`src/rtl/obuf_pkg.sv`:
```
// Shared switch definitions for the output buffer: packet word layout,
// destination field range, default FIFO depth and a routing helper.
package obuf_pkg;

  localparam int PKTW       = 16;   // payload+destination width; valid bit sits above it
  localparam int PORT       = 3;    // highest switch output port index
  localparam int VLD_BIT    = PKTW; // packet valid flag position
  localparam int DST_LO     = 0;    // one-hot destination field, low bit
  localparam int DST_HI     = PORT; // one-hot destination field, high bit
  localparam int OBUF_DEPTH = 4;    // default FIFO entries

  typedef logic [PKTW:0] pkt_t;

  // True only when the destination field selects exactly this port and no other.
  function automatic logic dest_ok(input logic [PORT:0] dst, input int portid);
    logic [PORT:0] want_s;
    want_s = (PORT+1)'(1) << portid;
    return dst == want_s;
  endfunction

endpackage

```
`src/rtl/obuf_if.sv`:
```
// Link-side bundle of the output buffer: packet in, head word out with
// valid/ready handshake, status flags and statistics counters.
interface obuf_if;
  import obuf_pkg::*;

  pkt_t        in;
  pkt_t        out;
  logic        out_valid;
  logic        out_ready;
  logic        full;
  logic        empty;
  logic [15:0] pkt_cnt;
  logic [7:0]  drop_cnt;
  logic [7:0]  err_cnt;

  modport slave (
    input  in, out_ready,
    output out, out_valid, full, empty, pkt_cnt, drop_cnt, err_cnt
  );

  modport master (
    output in, out_ready,
    input  out, out_valid, full, empty, pkt_cnt, drop_cnt, err_cnt
  );

endinterface

```
`src/rtl/obuf_fifo.sv`:
```
// Packet storage for one output buffer: circular array with wrapping
// read/write pointers and an occupancy counter one bit wider than them.
module obuf_fifo
  import obuf_pkg::*;
#(
  parameter int DEPTH = OBUF_DEPTH
) (
  input  logic clk,
  input  logic rst,
  input  logic push,
  input  logic pop,
  input  pkt_t wdata,
  output pkt_t rdata,
  output logic full,
  output logic empty
);

  localparam int AW = $clog2(DEPTH);

  pkt_t          mem_r [DEPTH];
  logic [AW-1:0] wptr_r;
  logic [AW-1:0] rptr_r;
  logic [AW:0]   count_r;
  logic          push_ok_s;
  logic          pop_ok_s;

  assign full  = (count_r == (AW+1)'(DEPTH));
  assign empty = (count_r == (AW+1)'(0));

  // Guard the strobes so a stray request can never corrupt occupancy.
  always_comb begin
    pop_ok_s  = pop && !empty;
    push_ok_s = push && (!full || pop_ok_s);
  end

  // Pointer and occupancy update; pointers wrap naturally at DEPTH.
  always_ff @(posedge clk) begin
    if (rst) begin
      wptr_r  <= '0;
      rptr_r  <= '0;
      count_r <= '0;
    end else begin
      if (push_ok_s) begin
        wptr_r <= wptr_r + AW'(1);
      end
      if (pop_ok_s) begin
        rptr_r <= rptr_r + AW'(1);
      end
      case ({push_ok_s, pop_ok_s})
        2'b10:   count_r <= count_r + (AW+1)'(1);
        2'b01:   count_r <= count_r - (AW+1)'(1);
        default: count_r <= count_r;
      endcase
    end
  end

  // Data array write; contents are left alone by reset since empty masks them.
  always_ff @(posedge clk) begin
    if (push_ok_s) begin
      mem_r[wptr_r] <= wdata;
    end
  end

  // Head word is forced to zero whenever nothing is queued.
  always_comb begin
    if (empty) begin
      rdata = '0;
    end else begin
      rdata = mem_r[rptr_r];
    end
  end

endmodule

```
`src/rtl/obuf.sv`:
```
// Output buffer for one switch port: checks routing of each incoming word,
// queues correctly routed packets, drops on overflow and keeps statistics.
module obuf
  import obuf_pkg::*;
#(
  parameter int PORTID = 0,
  parameter int DEPTH  = OBUF_DEPTH
) (
  input  logic   clk,
  input  logic   rst,
  obuf_if.slave  bus
);

  logic        fifo_full_s;
  logic        fifo_empty_s;
  pkt_t        head_s;
  logic        pkt_vld_s;
  logic        route_ok_s;
  logic        pop_s;
  logic        push_s;
  logic        drop_s;
  logic        misroute_s;
  logic [15:0] pkt_cnt_r;
  logic [7:0]  drop_cnt_r;
  logic [7:0]  err_cnt_r;

  obuf_fifo #(.DEPTH(DEPTH)) u_fifo (
    .clk   (clk),
    .rst   (rst),
    .push  (push_s),
    .pop   (pop_s),
    .wdata (bus.in),
    .rdata (head_s),
    .full  (fifo_full_s),
    .empty (fifo_empty_s)
  );

  // Classify the incoming word and decide push, drop or misroute this cycle.
  always_comb begin
    pkt_vld_s  = bus.in[VLD_BIT];
    route_ok_s = dest_ok(bus.in[DST_HI:DST_LO], PORTID);
    pop_s      = !fifo_empty_s && bus.out_ready;
    if (pkt_vld_s) begin
      misroute_s = !route_ok_s;
      push_s     = route_ok_s && (!fifo_full_s || pop_s);
      drop_s     = route_ok_s && fifo_full_s && !pop_s;
    end else begin
      misroute_s = 1'b0;
      push_s     = 1'b0;
      drop_s     = 1'b0;
    end
  end

  // Saturating statistics counters; reset wins over any event in that cycle.
  always_ff @(posedge clk) begin
    if (rst) begin
      pkt_cnt_r  <= 16'd0;
      drop_cnt_r <= 8'd0;
      err_cnt_r  <= 8'd0;
    end else begin
      if (pop_s && (pkt_cnt_r != 16'hFFFF)) begin
        pkt_cnt_r <= pkt_cnt_r + 16'd1;
      end
      if (drop_s && (drop_cnt_r != 8'hFF)) begin
        drop_cnt_r <= drop_cnt_r + 8'd1;
      end
      if (misroute_s && (err_cnt_r != 8'hFF)) begin
        err_cnt_r <= err_cnt_r + 8'd1;
      end
    end
  end

  assign bus.out       = head_s;
  assign bus.out_valid = !fifo_empty_s;
  assign bus.full      = fifo_full_s;
  assign bus.empty     = fifo_empty_s;
  assign bus.pkt_cnt   = pkt_cnt_r;
  assign bus.drop_cnt  = drop_cnt_r;
  assign bus.err_cnt   = err_cnt_r;

endmodule

```
`src/flat_wrapper.sv`:
```
// flat-port wrapper written by rule: the top's interface ports become plain ports
module obuf_flat import obuf_pkg::*;
#(
  parameter int PORTID = 0,
  parameter int DEPTH  = OBUF_DEPTH
)
  (clk, rst, bus_in, bus_out_ready, bus_out, bus_out_valid, bus_full, bus_empty, bus_pkt_cnt, bus_drop_cnt, bus_err_cnt);
  obuf_if bus_i ();
  input  logic clk;
  input  logic rst;
  input wire logic [$bits(bus_i.in)-1:0] bus_in;
  input wire logic [$bits(bus_i.out_ready)-1:0] bus_out_ready;
  output wire logic [$bits(bus_i.out)-1:0] bus_out;
  output wire logic [$bits(bus_i.out_valid)-1:0] bus_out_valid;
  output wire logic [$bits(bus_i.full)-1:0] bus_full;
  output wire logic [$bits(bus_i.empty)-1:0] bus_empty;
  output wire logic [$bits(bus_i.pkt_cnt)-1:0] bus_pkt_cnt;
  output wire logic [$bits(bus_i.drop_cnt)-1:0] bus_drop_cnt;
  output wire logic [$bits(bus_i.err_cnt)-1:0] bus_err_cnt;
  assign bus_i.in = bus_in;
  assign bus_i.out_ready = bus_out_ready;
  assign bus_out = bus_i.out;
  assign bus_out_valid = bus_i.out_valid;
  assign bus_full = bus_i.full;
  assign bus_empty = bus_i.empty;
  assign bus_pkt_cnt = bus_i.pkt_cnt;
  assign bus_drop_cnt = bus_i.drop_cnt;
  assign bus_err_cnt = bus_i.err_cnt;
  obuf #(.PORTID(PORTID), .DEPTH(DEPTH)) u_core (.clk(clk), .rst(rst), .bus(bus_i));
endmodule
```
`config.mk`:
```
export PLATFORM = sky130hd
export DESIGN_NAME = obuf_flat
export DESIGN_NICKNAME = d
export VERILOG_FILES = /design/src/rtl/obuf_pkg.sv /design/src/rtl/obuf_if.sv /design/src/rtl/obuf_fifo.sv /design/src/rtl/obuf.sv /design/src/flat_wrapper.sv
export SDC_FILE = /design/constraint.sdc
export NUM_CORES = 1
export LEC_CHECK = 0
export BUFFER_PORTS_ARGS = -buffer_cell sky130_fd_sc_hd__buf_4
export CORE_UTILIZATION = 61
export DETAILED_ROUTE_END_ITERATION = 7
export PLACE_DENSITY = 0.9
export SETUP_SLACK_MARGIN = 0.1
export SLEW_MARGIN = 20
export SYNTH_ARGS = -nofsm -noshare
export SYNTH_HDL_FRONTEND = slang
export SYNTH_HIERARCHICAL = 1
export SYNTH_SLANG_ARGS = --single-unit
export TNS_END_PERCENT = 5
```
`constraint.sdc`:
```
create_clock -name clk -period 7.21 [get_ports clk]
set_input_delay 1.0815 -clock clk [delete_from_list [all_inputs] [get_ports clk]]
set_output_delay 1.0815 -clock clk [all_outputs]
set_load 0.005 [all_outputs]
```
==> results.cfg <==
[synth]
syn_area_sq_mm = 0.00481
synth_ff_type = edfxtp_1
synth_nets = 389
synth.area.top_cells = edfxtp_1 (42%), dfxtp_1 (17%), mux4_2 (4.7%)
synthCells = 360
seq_area_frac_synth_pct = 59.5
synth.distinct_cells = 58
ys_warn_count = 6
synth-async-reset-ratio_pct = 0
netlist.area_leader.share_pct = 42.4
syn_area_per_cell_sq_um = 13.4
yosys_register_bits = 109
synth_edf_count = 68
synth_top_area_cell = edfxtp_1

[floorplanning]
placementRows = 32
dieArea_sq_mm = 0.00825
start_util_pct = 62.6
fp.dieH_um = 90.8
die_x_um = 90.8
core-area_sq_mm = 0.00769
io_pins = 72

[cells_and_area]
fillers = 526
area_growth_pct = 16.0
final_layout_size_suffix_gt1_share_pct = 26.7
n_antenna_cell = 0
final_util_pct = 72.6
layout_commonest_cell = buf_4
register_area_sq_mm = 0.00286
fin_nets = 459
final_cell_mix = buf_4 (73), edfxtp_1 (68), dfxtp_1 (41)
fin_cells = 537
multi_input_area_sq_mm = 0.00181

[clock_tree]
cts_setup_buffers = 0
cts_hold_buffers = 0
cts_resized = 0
cts_tree = built
clk_pin_slew_ns = 0.10
clock-sinks = 109
cts.path.max_buffers = 2
cts_htree_levels = 3
cts_root_buffer = clkbuf_8
numCtsBuffers = 9
clock_latency_ns = 0.36

[timing]
finalCritPeriodShare_pct = 47.2
max_slew_margin_pct = 33.7
tightest_slew_ns = 0.994
clock.fmax_ghz = 0.294
slew_violations = 0
rsz0062_at_grt = no
fin_setup_tns_ns = 0
finalSetupViolCount = 0
fin_skew_ns = 0.00772
finalCriticalPeriod_ns = 3.40
hold_viol = 0

[detailed_routing]
drc_errors = 0
wl_per_cell_um = 16.9
first_pass_iters = 4
num_vias = 3298
drt_iter0_drc = 169
antenna_left = 0
totalWireLength_um = 9100
vias_per_cell = 6.14

[worst_setup_path]
crit_type = register to output port
rrSetupSlack_ns = 4.27
cp.required_ns = 6.13
rr_worst_depth = 13
arrival_ns = 2.32
slowest_stage = dfxtp_1
r2r-start = u_core/u_fifo/count_r[1]
startpoint_type = register
cp-end-kind = output port
r2r_end = u_core/u_fifo/count_r[2]
worstPathCellList = mux4_1 -> nor2b_1 -> buf_4
cp_slowest_stage_delay_ns = 0.99
cp_max_fo = 17

[global_route]
grt_pass1_wl_um = 14800
grt_pass1_vias = 3167
antenna_found_initial = 0
track_usage_pct = 23.1
grt_max_degree = 45
overflow = 0

[placement]
dp.cells = 521
dp_hpwl_um = 6180
place_congestion = 0.841
io_buffers = 71

[hold_path]
whs_endpoint = u_core/bus.drop_cnt[5]
min_path_cells = 2
worst_hold_startpoint = u_core/bus.drop_cnt[5]
worst_hold_path_type = register to register

[power]
powerDensity_mw_per_mm2 = 187
p_leak_uw = 0.00194
irDropWorstVdd_uv = 119

[run]
cap_viol_max_count = 0

[run_status]
status = completed
## layer usage
layer | GRT usage, % | vias up | share of wire [%]
li1 | - | 1549 | -
met1 | 29.2 | 1611 | 42
met2 | 39.0 | 126 | 51
met3 | 3.79 | 12 | 6.0
met4 | 11.2 | 0 | 1.5
met5 | 0 | - | 0
## power breakdown
part / internal [uW] / switching [uW]
sequential: 664 / 2.57
clock: 131 / 211
combinational: 16.5 / 19.1
total: 811 / 232
## synthesized netlist by cell type, drive strengths merged, types with 2 or more instances
cell     n
a211oi   2
a21boi   2
a21oi   22
and2     4
and3     4
and4     2
buf      9
clkbuf   4
dfxtp   41
edfxtp  68
ha       8
inv     15
mux2     3
mux2i    2
mux4    17
nand2   11
nand2b   4
nand3   13
nand4    9
nor2    19
nor2b   19
nor3     2
nor4     3
o211ai   4
o21ai   11
o311ai   4
o31ai   10
o41ai    6
or2      4
or3      8
or4     12
xor2     4
## worst max-delay path: cells and delay by family, from the launching register on
kind,cells,cell delay (ns)
AND/OR/NAND/NOR,1,0.15
multiplexers,1,0.68
flip-flops,1,0.99
buffers and inverters,1,0.14
## state kept, by name, summed over array words and instances (netlist names), named ones only
register / cells
u_core/bus.drop_cnt: 8
u_core/bus.err_cnt: 8
u_core/bus.pkt_cnt: 16
u_core/u_fifo/count_r: 3
u_core/u_fifo/mem_r: 68
u_core/u_fifo/rptr_r: 2
u_core/u_fifo/wptr_r: 2
## cells by family (layout without fill, tap and decap cells)
kind of cell,after synthesis,after routing,share of synthesized area (%)
mux,22,22,9.62
buf+inv,29,104,3.09
compound gates,66,66,9.02
simple gates,121,121,15.6
fa+ha+maj,9,9,2.49
xor+xnor,4,4,0.728
flops,109,109,59.5
## through the flow
step	worst slack, ns	hold slack (ns)	total power [uW]	area, sq um
2_1_floorplan	4.29	0.459	695	4810
3_3_place_gp	4.00	0.472	714	5400
3_5_place_dp	3.80	0.494	716	5400
4_1_cts	3.74	0.510	1050	5580
5_1_grt	3.64	0.540	1080	5580
6_report	3.81	0.508	1040	5580
## how the worst max path moves through the flow
stage	from	to	depth (start not counted)
detailed placement	bus_in[1]	u_core/u_fifo/mem_r[0][4]	6
global placement	bus_in[1]	u_core/u_fifo/mem_r[0][4]	6
global route	register	bus_out[14]	3
finish	register	bus_out[14]	3
CTS	register	bus_out[14]	3
floorplan	bus_in[1]	u_core/u_fifo/count_r[2]	11
## final cells by class
cell class              instances  share of cell area (%)
clock buffers                   9                    2.22
clock inverters                 7                    1.01
inverters                      15                    1.01
multi-input cells             222                    32.4
flip-flops and latches        109                    51.3
well taps                     102                    2.29
repair buffers                 73                    9.82
No activity file was read; power rests on OpenSTA's default activity.
